### src/rtl/rom_fetch_arbiter.sv
// Round-robin sharer of a combinational instruction ROM between a fetch port (A) and a
// data/debug port (B); registers the ROM word and returns it with a one-cycle valid pulse.
module rom_fetch_arbiter #(
  parameter int unsigned TAM_ENTRADA = 1024,
  parameter int unsigned TAM_SALIDA  = 32,
  parameter int unsigned WAIT_STATES = 0,
  localparam int unsigned ADDR_W     = $clog2(TAM_ENTRADA)
) (
  input  logic                  CLK,
  input  logic                  RESET_N,
  input  logic                  a_req,
  input  logic [31:0]           a_addr,
  output logic                  a_ready,
  output logic                  a_rvalid,
  output logic [TAM_SALIDA-1:0] a_rdata,
  output logic                  a_err,
  input  logic                  b_req,
  input  logic [31:0]           b_addr,
  output logic                  b_ready,
  output logic                  b_rvalid,
  output logic [TAM_SALIDA-1:0] b_rdata,
  output logic                  b_err,
  output logic [ADDR_W-1:0]     rom_address,
  input  logic [TAM_SALIDA-1:0] rom_dsalida
);

  localparam logic [1:0] IDLE     = 2'd0;
  localparam logic [1:0] ACCESS   = 2'd1;
  localparam logic [1:0] RESP_ERR = 2'd2;

  localparam logic PORT_A = 1'b0;
  localparam logic PORT_B = 1'b1;

  localparam logic [3:0] WAIT_CNT = 4'(WAIT_STATES);

  logic [1:0]            state_q, state_d;
  logic [ADDR_W-1:0]     rom_address_q, rom_address_d;
  logic [3:0]            cnt_q, cnt_d;
  logic                  owner_q, owner_d;
  logic                  last_grant_q, last_grant_d;
  logic                  a_rvalid_q, a_rvalid_d, b_rvalid_q, b_rvalid_d;
  logic                  a_err_q, a_err_d, b_err_q, b_err_d;
  logic [TAM_SALIDA-1:0] a_rdata_q, a_rdata_d, b_rdata_q, b_rdata_d;

  logic        idle;
  logic        grant_a, grant_b, accept;
  logic        sel;
  logic [31:0] sel_addr;
  logic        sel_err;

  assign idle = (state_q == IDLE);

  // On a tie the port that did not win last time gets the slot.
  assign grant_a = idle & a_req & (~b_req | (last_grant_q == PORT_B));
  assign grant_b = idle & b_req & (~a_req | (last_grant_q == PORT_A));
  assign accept  = grant_a | grant_b;
  assign sel     = grant_b ? PORT_B : PORT_A;

  assign sel_addr = grant_b ? b_addr : a_addr;
  assign sel_err  = (sel_addr[1:0] != 2'b00) || ({2'b00, sel_addr[31:2]} >= TAM_ENTRADA);

  always_comb begin
    state_d       = state_q;
    rom_address_d = rom_address_q;
    cnt_d         = cnt_q;
    owner_d       = owner_q;
    last_grant_d  = last_grant_q;
    a_rvalid_d    = 1'b0;
    b_rvalid_d    = 1'b0;
    a_err_d       = 1'b0;
    b_err_d       = 1'b0;
    a_rdata_d     = a_rdata_q;
    b_rdata_d     = b_rdata_q;

    case (state_q)
      IDLE: begin
        if (accept) begin
          last_grant_d = sel;
          owner_d      = sel;
          if (sel_err) begin
            state_d = RESP_ERR;
          end else begin
            rom_address_d = sel_addr[ADDR_W+1:2];
            cnt_d         = WAIT_CNT;
            state_d       = ACCESS;
          end
        end
      end
      ACCESS: begin
        if (cnt_q != 4'd0) begin
          cnt_d = cnt_q - 4'd1;
        end else begin
          state_d = IDLE;
          if (owner_q == PORT_B) begin
            b_rvalid_d = 1'b1;
            b_rdata_d  = rom_dsalida;
          end else begin
            a_rvalid_d = 1'b1;
            a_rdata_d  = rom_dsalida;
          end
        end
      end
      RESP_ERR: begin
        state_d = IDLE;
        if (owner_q == PORT_B) begin
          b_rvalid_d = 1'b1;
          b_err_d    = 1'b1;
          b_rdata_d  = '0;
        end else begin
          a_rvalid_d = 1'b1;
          a_err_d    = 1'b1;
          a_rdata_d  = '0;
        end
      end
      default: state_d = IDLE;
    endcase
  end

  always_ff @(posedge CLK or negedge RESET_N) begin
    if (!RESET_N) begin
      state_q       <= IDLE;
      rom_address_q <= '0;
      cnt_q         <= '0;
      owner_q       <= PORT_A;
      last_grant_q  <= PORT_B;
      a_rvalid_q    <= 1'b0;
      b_rvalid_q    <= 1'b0;
      a_err_q       <= 1'b0;
      b_err_q       <= 1'b0;
      a_rdata_q     <= '0;
      b_rdata_q     <= '0;
    end else begin
      state_q       <= state_d;
      rom_address_q <= rom_address_d;
      cnt_q         <= cnt_d;
      owner_q       <= owner_d;
      last_grant_q  <= last_grant_d;
      a_rvalid_q    <= a_rvalid_d;
      b_rvalid_q    <= b_rvalid_d;
      a_err_q       <= a_err_d;
      b_err_q       <= b_err_d;
      a_rdata_q     <= a_rdata_d;
      b_rdata_q     <= b_rdata_d;
    end
  end

  assign a_ready     = grant_a;
  assign b_ready     = grant_b;
  assign a_rvalid    = a_rvalid_q;
  assign b_rvalid    = b_rvalid_q;
  assign a_err       = a_err_q;
  assign b_err       = b_err_q;
  assign a_rdata     = a_rdata_q;
  assign b_rdata     = b_rdata_q;
  assign rom_address = rom_address_q;

endmodule
### config.mk
export PLATFORM = sky130hd
export DESIGN_NAME = rom_fetch_arbiter
export DESIGN_NICKNAME = d
export VERILOG_FILES = /design/src/rtl/rom_fetch_arbiter.sv
export SDC_FILE = /design/constraint.sdc
export NUM_CORES = 1
export LEC_CHECK = 0
export ABC_AREA = 1
export CAP_MARGIN = 20
export CELL_PAD_IN_SITES_DETAIL_PLACEMENT = 2
export CELL_PAD_IN_SITES_GLOBAL_PLACEMENT = 2
export CORE_MARGIN = 5
export CORE_UTILIZATION = 22
export CTS_CLUSTER_DIAMETER = 50
export DETAILED_ROUTE_END_ITERATION = 10
export PLACE_DENSITY = 0.85
export SLEW_MARGIN = 20
export SYNTH_ARGS = -nofsm -noshare
export SYNTH_HDL_FRONTEND = slang
export SYNTH_SLANG_ARGS = --single-unit
### constraint.sdc
create_clock -name CLK -period 1.8 [get_ports CLK]
set_input_delay 0.27 -clock CLK [delete_from_list [all_inputs] [get_ports CLK]]
set_output_delay 0.27 -clock CLK [all_outputs]
set_load 0.01 [all_outputs]
Yosys cells after proc, flatten, opt, wreduce, memory -nomap -nowiden
Cells that the tools add are included.
- bits in registers: 86
- latch bits: 0
- RAM bits: 0
- bits in read-only memories: 0
- input bits: 100
- output and inout bits: 80
- logic and storage cells: 72
- memories: 0
- add/sub/neg operators: 1
- $mul: 0
- divide/modulo/power cells: 0
- $lt $le $gt $ge: 1
- equality and inequality tests: 10
- shifts and indexed selects: 0
- mux-type cells: 26
- bitwise logic cells: 11
- reduce and logical (&&, ||, !) cells: 12
- operators with widths (kind ; number):
    32-bit 2-to-1 mux ; 7
    32-bit one-hot mux with 2 select lines ; 2
    30-bit by 11-bit >= comparator with 1-bit output, second input constant ; 1
    2-bit inequality test, second input constant ; 7
    4-bit 2-to-1 mux ; 3
    4-bit AND reduction ; 3
    4-bit one-hot mux with 2 select lines ; 1
    1-bit 2-to-1 mux ; 7
    2-bit 2-to-1 mux ; 3
    2-bit nonzero test ; 3
    1-bit AND ; 4
    1-bit inverter ; 4
    1-bit one-hot mux with 2 select lines ; 2
    2-bit one-hot mux with 2 select lines ; 1
    2-bit AND reduction ; 2
    4-bit nonzero test ; 1
    4-bit by 1-bit subtractor with 4-bit output, second input constant ; 1
    1-bit bitwise OR ; 3
    3-bit AND reduction ; 1
    2-bit by 1-bit == test with 1-bit output, second input constant ; 1
    2-bit == test, second input constant ; 1
    2-bit logical NOT ; 1
    2-bit by 1-bit inequality test with 1-bit output, second input constant ; 1
    1-bit logical OR ; 1

Depth between registers and ports, before layout
Gate-level depths: netlist of the first run.
- word-level depth: 9
- gate-level depth with buffers: 14
- gate-level depth less buffers: 14

Worst setup path before layout of the first run
No wires, ideal clock.
- path kind: register to register
- from: register state_q[0]
- to: register a_rdata_q[11] (netlist: a_rdata[11])
- setup time: 0.125 ns
- arrival time: 1.684 ns
- data required time: 1.675 ns
- slack: -0.009 ns
- cell stages (with the launch flop): 10
- buffers on the path: 3
- period minus slack after synthesis: 1.809 ns
- cell sequence: dfrtp_1 -> inv_1 -> ha_1 -> buf_2 -> inv_1 -> a21oi_1 -> and2_1 -> buf_4 -> buf_6 -> mux2_2
- longest elaborated chain between the ends: 3
- elaborated cells on any way between the ends: 8
- classes of those cells: 5 x eq/ne; 1 x mux; 2 x reduce/logical
- ends and longest elaborated chain (what ; line ; text):
    start: declaration ; 36 ; logic [1:0] state_q, state_d;
    start signal: assignment ; 133 ; state_q <= state_d;
    2-bit by 1-bit == test with 1-bit output or 2-bit == test (tied branches) ; 75 ; case (state_q)
    2-bit inequality test (no line) or 2-bit nonzero test (tied branches) ; - ;
    4-bit AND reduction (no line) ; - ;
    end signal: assignment ; 142 ; a_rdata_q <= a_rdata_d;
    end: declaration ; 43 ; logic [TAM_SALIDA-1:0] a_rdata_q, a_rdata_d, b_rdata_q, b_rdata_d;
Parallel ways exist; a longest one is shown, timed or not.
A chain may end at the register's enable or synchronous reset.

Worst setup path after layout of the first run
- from: register state_q[0]
- to: register rom_address_q[7] (netlist: rom_address[7])
- longest elaborated chain between the ends: 8
- elaborated cells on any way between the ends: 12
- classes of those cells: 1 x order compare; 1 x mux; 6 x bitwise; 4 x reduce/logical
- ends and longest elaborated chain (what ; line ; text):
    2-bit logical NOT * ; 51, 75 ;
    1-bit AND (2 in a row) ; 55 ; assign grant_b = idle & b_req & (~a_req | (last_grant_q == PORT_A));
    32-bit 2-to-1 mux ; 59 ; assign sel_addr = grant_b ? b_addr : a_addr;
    30-bit by 11-bit >= comparator with 1-bit output or 2-bit nonzero test (tied branches) ; 60 ; assign sel_err = (sel_addr[1:0] != 2'b00) || ({2'b00, sel_addr[31:2]} >= TAM_ENTRADA);
    1-bit logical OR ; 60 ;
    1-bit inverter (no line) ; - ;
    3-bit AND reduction (no line) ; - ;
    end signal: assignment ; 134 ; rom_address_q <= rom_address_d;
    end: declaration ; 37 ; logic [ADDR_W-1:0] rom_address_q, rom_address_d;
Every way passes the cells marked *; elsewhere a longest branch is shown, timed or not.

==> impl_metrics.py, run 1 <==
metrics = {
    "status": {
        "outcome": "complete, but fails checks",
        "failed_checks": "setup timing",
    },
    "worst_setup_path": {
        "crit_slowest_cell": "dfrtp_1",
        "path_common_cell": "nand2_2",
        "crit_path_cell_trace": "inv_2 > ha_4 > nand2_4 > a21oi_4 > buf_6 > nand2_2 > nand2_2 > nand2_2 > nor2_4 > nand2_4 > buf_6 > o21ai_2 > nand2_1",
        "endpoint_kind": "flip-flop",
        "crit_path_max_incr_delay_ns": 0.39,
        "crit_family": "simple AND/OR/NAND/NOR gates",
        "critPathKind": "reg -> reg",
        "cp_num_buf_inv": 3,
        "critPathLaunchType": "flip-flop",
        "arrival_ns": 2.18,
        "cp_data_required_time_ns": 2.02,
        "crit_fanout": 5,
    },
    "logic_synthesis": {
        "synthCells": 410,
        "synth_top_area_frac": 0.528,
        "yosysUniqueCellTypes": 29,
        "ys_ff_latch": 86,
        "ys_seq_area_frac": 0.534,
        "synth.most_common_cell": "dfrtp_1",
        "syn_avg_cell_area_sq_um": 9.83,
        "synth_edf_count": 0,
        "synth-main-ff-cell": "dfrtp_1",
        "synth_common_cells": "dfrtp_1 (85), nand2_1 (83), nor2_1 (67), mux2_2 (54), inv_1 (46)",
        "ys_top_cells_by_area": "dfrtp_1 (53%), mux2_2 (15%), nand2_1 (7.7%)",
        "syn-num-nets": 514,
        "async_reset_ff_frac": 1.00,
        "yosysWarnings": 0,
        "synth_top_cell_by_area": "dfrtp_1",
        "netlist_area_sq_um": 4030,
    },
    "floorplanning": {
        "die_w_microns": 145,
        "start_util": 0.224,
        "fp.dieH_microns": 145,
        "die_area_sq_um": 21100,
        "rows": 49,
        "coreArea_sq_um": 18000,
        "io-pin-count": 180,
    },
    "layout": {
        "stdcell_area_sq_um": 7270,
        "multi_input_area_sq_um": 1970,
        "final_layout_size_suffix_gt1_frac": 0.271,
        "fill_cells": 1918,
        "seq_area_sq_um": 2150,
        "syn_to_final_growth_pct": 80.5,
        "fin_nets": 738,
        "post-route-util": 0.403,
        "final-instance-count-excl-fill": 868,
        "antenna_cells": 0,
    },
    "flow_run": {
        "drv_cap": 0,
    },
    "placement": {
        "place_area_sq_um": 6280,
        "dp_slack_ns": -0.415,
        "portBuffers": 179,
        "gp_congestion": 0.798,
        "placed_cells": 831,
        "hpwl_microns": 11700,
    },
    "pwr": {
        "worst_ir_drop_vdd_mv": 0.617,
        "power_leakage_nw": 3.48,
        "p_per_area_nw_per_um2": 1560,
        "power_mw": 11.3,
    },
    "clock_tree": {
        "cts_root_buffer": "clkbuf_16",
        "cts.sinks": 86,
        "cts.path.max_buffers": 2,
        "cts-htree-levels": 3,
        "numCtsBuffers": 9,
        "insertion_delay_ns": 0.33,
        "cts_tree": "done",
        "clkSlewWorstSetupHoldPaths_ns": 0.07,
    },
    "timing": {
        "period_share": 1.09,
        "fmax_ghz": 0.512,
        "tns_ns": -5.20,
        "fin_ws_ns": -0.154,
        "worst_hold_slack_ns": 0.445,
        "final-setup-viol-count": 75,
        "tightest_slew_ns": 0.609,
        "final.min_clock_period_ns": 1.95,
        "fin_skew_ns": 0.00447,
        "finalMaxSlewViolations": 0,
        "rsz0062_at_grt": "yes",
        "slew-limit-headroom": 0.594,
        "timing_hold_violations_final": 0,
    },
    "route": {
        "ant_nets": 0,
        "vias": 3724,
        "drt-wirelength-per-cell_microns": 19.2,
        "dr.pass1.iters": 4,
        "finalWirelength_microns": 16600,
        "drcViolationCount": 0,
        "drt_iter0_markers": 70,
        "viasPerCell": 4.29,
    },
    "min_path": {
        "min_path_type": "in -> async",
    },
    "global_route": {
        "grt_overflow_total": 0,
        "grt_max_degree": 35,
        "grt_usage": 0.146,
        "antenna_found_initial": 0,
        "grt_pass1_wl_microns": 25000,
        "grt_pass1_vias": 4569,
    },
}
[what timing repair did]
item                       4_1_cts  5_1_grt
hold endpoints to repair        29        0
hold buffers                     1        0
buffers inserted                 9        9
pin swaps                       16       10
gates resized for setup         59       64
gates cloned                     4        4
setup endpoints to repair       51       82
[logic make-up (layout without fill, tap and decap cells)]
family	after synthesis	in the layout	share of synthesized area
compound gates	23	23	0.0348
xor+xnor	2	2	0.00435
fa+ha+maj	4	4	0.0124
buf+inv	63	290	0.0683
flops	86	86	0.534
mux	64	64	0.179
simple gates	168	170	0.167
[state kept, by name, indices dropped and copies added (netlist names)]
name and flops:
a_rdata 32, b_rdata 32, rom_address 10, cnt_q 4, state_q 2, a_err 1, a_rvalid 1, b_err 1
b_rvalid 1, last_grant_q 1, owner_q 1
[power by group]
part	switching (mW)	total, mW	internal [mW]
Combinational	2.55	6.23	3.68
Clock	0.806	2.03	1.22
Sequential	0.453	3.06	2.61
Total	3.81	11.3	7.52
[final cells by class]
| class | instances | share of cell area |
|---|---|---|
| Tap cell | 229 | 0.0394 |
| Multi-Input combinational cell | 263 | 0.271 |
| Clock inverter | 7 | 0.0132 |
| Sequential cell | 86 | 0.296 |
| Timing Repair Buffer | 226 | 0.324 |
| Inverter | 48 | 0.0251 |
| Clock buffer | 9 | 0.0310 |
[layout by cell type, fill, tap and decap left out, types with 2 or more instances in the layout]
| cell | synthesis | layout |
|---|---|---|
| clkdlybuf4s50_1 | 0 | 176 |
| dfrtp_1 | 85 | 85 |
| nand2_1 | 83 | 74 |
| nor2_1 | 67 | 64 |
| mux2_4 | 0 | 54 |
| inv_1 | 46 | 42 |
| buf_4 | 1 | 27 |
| clkbuf_16 | 0 | 12 |
| nand2_2 | 5 | 10 |
| mux2_2 | 54 | 10 |
| o21ai_2 | 1 | 9 |
| buf_6 | 4 | 8 |
| nand3_1 | 7 | 7 |
| o21ai_0 | 8 | 6 |
| buf_12 | 0 | 6 |
| inv_2 | 2 | 5 |
| nand2_4 | 0 | 5 |
| nor2_4 | 1 | 5 |
| o21ai_1 | 10 | 4 |
| ha_4 | 0 | 3 |
| a21oi_4 | 1 | 2 |
| xnor2_1 | 2 | 2 |
| clkinv_4 | 0 | 2 |
| bufinv_16 | 0 | 2 |
| clkinv_2 | 0 | 2 |
| buf_16 | 0 | 2 |
| buf_8 | 0 | 2 |
[final timing paths]
path / slack, ns / end / cells past startpoint / start
worst max-delay path: -0.15 / rom_address[7]$_DFFE_PN0P_ / 13 / state_q[0]$_DFFE_PN0P_
worst min-delay path: 0.44 / a_rdata[20]$_DFFE_PN0P_ / 2 / RESET_N
worst max register to register: -0.15 / rom_address[7]$_DFFE_PN0P_ / 13 / state_q[0]$_DFFE_PN0P_
worst min register to register: 0.49 / rom_address[6]$_DFFE_PN0P_ / 2 / rom_address[6]$_DFFE_PN0P_
max in group asynchronous: 0.77 / b_rdata[10]$_DFFE_PN0P_ / 3 / RESET_N
min in group CLK: 0.49 / rom_address[6]$_DFFE_PN0P_ / 2 / rom_address[6]$_DFFE_PN0P_
[layer usage]
metal,GRT usage,share of wire,vias to the layer above
met5,0,0,-
met4,0.0280,0.0081,0
met3,0.0480,0.067,14
met2,0.280,0.54,142
met1,0.156,0.39,1833
li1,-,-,1735
Power figures use the tool's default switching activity.
==> inputs of run 2 (changes only) <==
--- a/config.mk
+++ b/config.mk
@@ -6,14 +6,16 @@
 export NUM_CORES = 1
 export LEC_CHECK = 0
 export ABC_AREA = 1
-export CAP_MARGIN = 20
+export CAP_MARGIN = 10
 export CELL_PAD_IN_SITES_DETAIL_PLACEMENT = 2
 export CELL_PAD_IN_SITES_GLOBAL_PLACEMENT = 2
+export CORE_ASPECT_RATIO = 1.75
 export CORE_MARGIN = 5
 export CORE_UTILIZATION = 22
 export CTS_CLUSTER_DIAMETER = 50
 export DETAILED_ROUTE_END_ITERATION = 10
 export PLACE_DENSITY = 0.85
+export RECOVER_POWER = 50
 export SLEW_MARGIN = 20
 export SYNTH_ARGS = -nofsm -noshare
 export SYNTH_HDL_FRONTEND = slang
==> run 2 against run 1 <==
The run still ends with setup timing left. Critical endpoint is now rom_address[6]$_DFFE_PN0P_. Flip-flop and latch count did not move. Clock power increased by 20%. Sequential power barely moved. Largest cell class unchanged.
==> impl_metrics.py, run 2 (synthesized netlist as in run 1, its figures left out) <==
metrics = {
    "pwr": {
        "p_per_area_nw_per_um2": 1590,
        "p_sw_frac": 0.327,
        "switchingPower_mw": 3.84,
        "pwr-share-clk": 0.208,
        "power_frac_seq": 0.260,
        "internal_power_mw": 7.90,
        "worst_ir_drop_vdd_mv": 0.612,
        "p_comb_frac": 0.533,
        "power_leakage_nw": 3.49,
    },
    "layout": {
        "antenna_cells": 0,
        "final-instance-count-excl-fill": 874,
        "fin_nets": 739,
        "multi_input_area_sq_um": 1960,
        "syn_to_final_growth_pct": 83.3,
        "layout_commonest_cell": "clkdlybuf4s50_1",
        "final_cell_mix": "clkdlybuf4s50_1 (176), dfrtp_1 (85), nand2_1 (69), nor2_1 (63)",
        "fill_cells": 1916,
        "seq_area_sq_um": 2150,
        "final_layout_size_suffix_gt1_frac": 0.283,
    },
    "worst_setup_path": {
        "critPathKind": "reg -> reg",
        "timing.rr.end": "rom_address[6]$_DFFE_PN0P_",
        "cp.depth": 13,
        "crit_start": "state_q[0]$_DFFE_PN0P_",
        "cp_data_required_time_ns": 2.03,
        "endpoint_kind": "flip-flop",
        "cp_num_buf_inv": 3,
        "setup.worst_path.end": "rom_address[6]$_DFFE_PN0P_",
        "timing.rr.start": "state_q[0]$_DFFE_PN0P_",
        "arrival_ns": 2.18,
        "crit_path_cell_trace": "inv_2 > ha_4 > nand2_4 > a21oi_4 > buf_6 > nand2_1 > nand2_1 > nand2_2 > nor2_4 > nand2_4 > buf_8 > o21ai_4 > nand2_1",
        "crit_slowest_cell": "dfrtp_1",
        "worst_r2r_path_depth": 13,
        "crit_family": "simple AND/OR/NAND/NOR gates",
        "critPathLaunchType": "flip-flop",
        "crit_path_max_incr_delay_ns": 0.40,
        "r2r_slack_ns": -0.15,
        "crit_fanout": 6,
        "path_common_cell": "nand2_1",
    },
    "global_route": {
        "antenna_found_initial": 0,
        "grt_overflow_total": 0,
        "grt_pass1_wl_microns": 25900,
        "grt_max_degree": 43,
        "grt_pass1_vias": 4535,
        "grt_usage": 0.156,
    },
    "status": {
        "outcome": "complete, but fails checks",
        "failed_checks": "setup timing",
    },
    "route": {
        "dr.pass1.iters": 5,
        "drt_iter0_markers": 83,
        "drcViolationCount": 0,
        "ant_nets": 0,
        "viasPerCell": 4.33,
        "vias": 3781,
        "drt-wirelength-per-cell_microns": 19.2,
        "finalWirelength_microns": 16800,
    },
    "clock_tree": {
        "cts-htree-levels": 3,
        "clkSlewWorstSetupHoldPaths_ns": 0.07,
        "numCtsBuffers": 9,
        "insertion_delay_ns": 0.34,
        "cts_tree": "done",
        "cts.path.max_buffers": 2,
        "cts.sinks": 86,
        "cts_root_buffer": "clkbuf_16",
    },
    "min_path": {
        "min_path_type": "reg -> reg",
    },
    "timing": {
        "timing_hold_violations_final": 0,
        "final.min_clock_period_ns": 1.95,
        "period_share": 1.08,
        "tightest_slew_ns": 1.11,
        "finalMaxSlewViolations": 0,
        "fmax_ghz": 0.513,
        "slew-limit-headroom": 0.260,
        "final-setup-viol-count": 81,
        "fin_ws_ns": -0.150,
        "fin_skew_ns": 0.0118,
        "rsz0062_at_grt": "yes",
        "worst_hold_slack_ns": 0.499,
    },
    "floorplanning": {
        "start_util": 0.223,
        "coreArea_sq_um": 18100,
        "die_w_microns": 112,
        "fp.dieH_microns": 189,
        "io-pin-count": 180,
        "die_area_sq_um": 21200,
        "rows": 65,
    },
    "placement": {
        "hpwl_microns": 11700,
        "portBuffers": 179,
        "gp_congestion": 0.732,
        "placed_cells": 833,
    },
    "flow_run": {
        "drv_cap": 0,
    },
}
## run 2: area by class of cell
cell class / count / share of cell area
Clock buffer: 9 / 0.0305
Clock inverter: 7 / 0.0227
Inverter: 48 / 0.0256
Multi-Input combinational cell: 262 / 0.266
Sequential cell: 86 / 0.292
Tap cell: 234 / 0.0397
Timing Repair Buffer: 228 / 0.324
## run 2: stage by stage
stage / setup TNS [ns] / setup WS (ns) / util / power (mW) / area, sq um
final: -5.96 / -0.150 / 0.409 / 11.7 / 7380
after detailed placement: -9.57 / -0.371 / 0.347 / 7.68 / 6260
after CTS: -4.43 / -0.137 / 0.397 / 11.5 / 7160
after global routing: -11.11 / -0.249 / 0.409 / 12.3 / 7380
after global placement: -3.97 / -0.217 / 0.347 / 7.39 / 6260
after floorplan: 0 / 0.0252 / - / 5.19 / 4030
## run 2: how the worst min path moves through the flow
stage / from / cells after the start / endpoint / slack (ns)
2_1_floorplan: RESET_N / 0 / a_err$_DFF_PN0_ / -0.03
3_3_place_gp: RESET_N / 1 / b_rdata[7]$_DFFE_PN0P_ / 0.29
3_5_place_dp: RESET_N / 1 / a_rdata[7]$_DFFE_PN0P_ / 0.31
4_1_cts: RESET_N / 2 / owner_q$_DFFE_PN0P_ / 0.48
5_1_grt: rom_address[5]$_DFFE_PN0P_ / 2 / rom_address[5]$_DFFE_PN0P_ / 0.51
6_report: rom_address[3]$_DFFE_PN0P_ / 2 / rom_address[3]$_DFFE_PN0P_ / 0.50
## run 2: repair_timing
| action | CTS | global route |
|---|---|---|
| endpoints found under the hold margin | 39 | 0 |
| setup endpoints to repair | 82 | 82 |
| pin swaps | 8 | 15 |
| hold buffers | 1 | 0 |
| gates resized for setup | 87 | 37 |
| setup buffers | 10 | 8 |
| cloned | 6 | 1 |
## run 2: power by group through the flow
| stage | clock network, mW | registers, mW | logic [mW] |
|---|---|---|---|
| floorplan | 0 | 3.24 | 1.95 |
| global placement | 0 | 2.98 | 4.41 |
| detailed placement | 0 | 3.05 | 4.63 |
| CTS | 2.50 | 3.03 | 5.98 |
| global route | 2.58 | 3.13 | 6.62 |
| finish | 2.44 | 3.05 | 6.25 |
## run 2: per-layer routing
layer | vias up | GRT usage | wire [microns]
li1 | 1739 | - | -
met1 | 1857 | 0.148 | 5630
met2 | 161 | 0.312 | 9870
met3 | 24 | 0.0400 | 930
met4 | 0 | 0.0555 | 374
met5 | - | 0 | 0
## run 2: tightest hold or removal path, stage by stage (launching register included)
cell and delay, ns:
dfrtp_1 0.35, o21ai_1 0.07, nand2_1 0.05
==> inputs of run 3 (changes only) <==
--- a/config.mk
+++ b/config.mk
@@ -6,6 +6,7 @@
 export NUM_CORES = 1
 export LEC_CHECK = 0
 export ABC_AREA = 1
+export ABC_CLOCK_PERIOD_IN_PS = 1800
 export CAP_MARGIN = 10
 export CELL_PAD_IN_SITES_DETAIL_PLACEMENT = 2
 export CELL_PAD_IN_SITES_GLOBAL_PLACEMENT = 2
==> results of run 3 <==
Same layout as run 2: the final DEF is identical, and so are final timing and power.
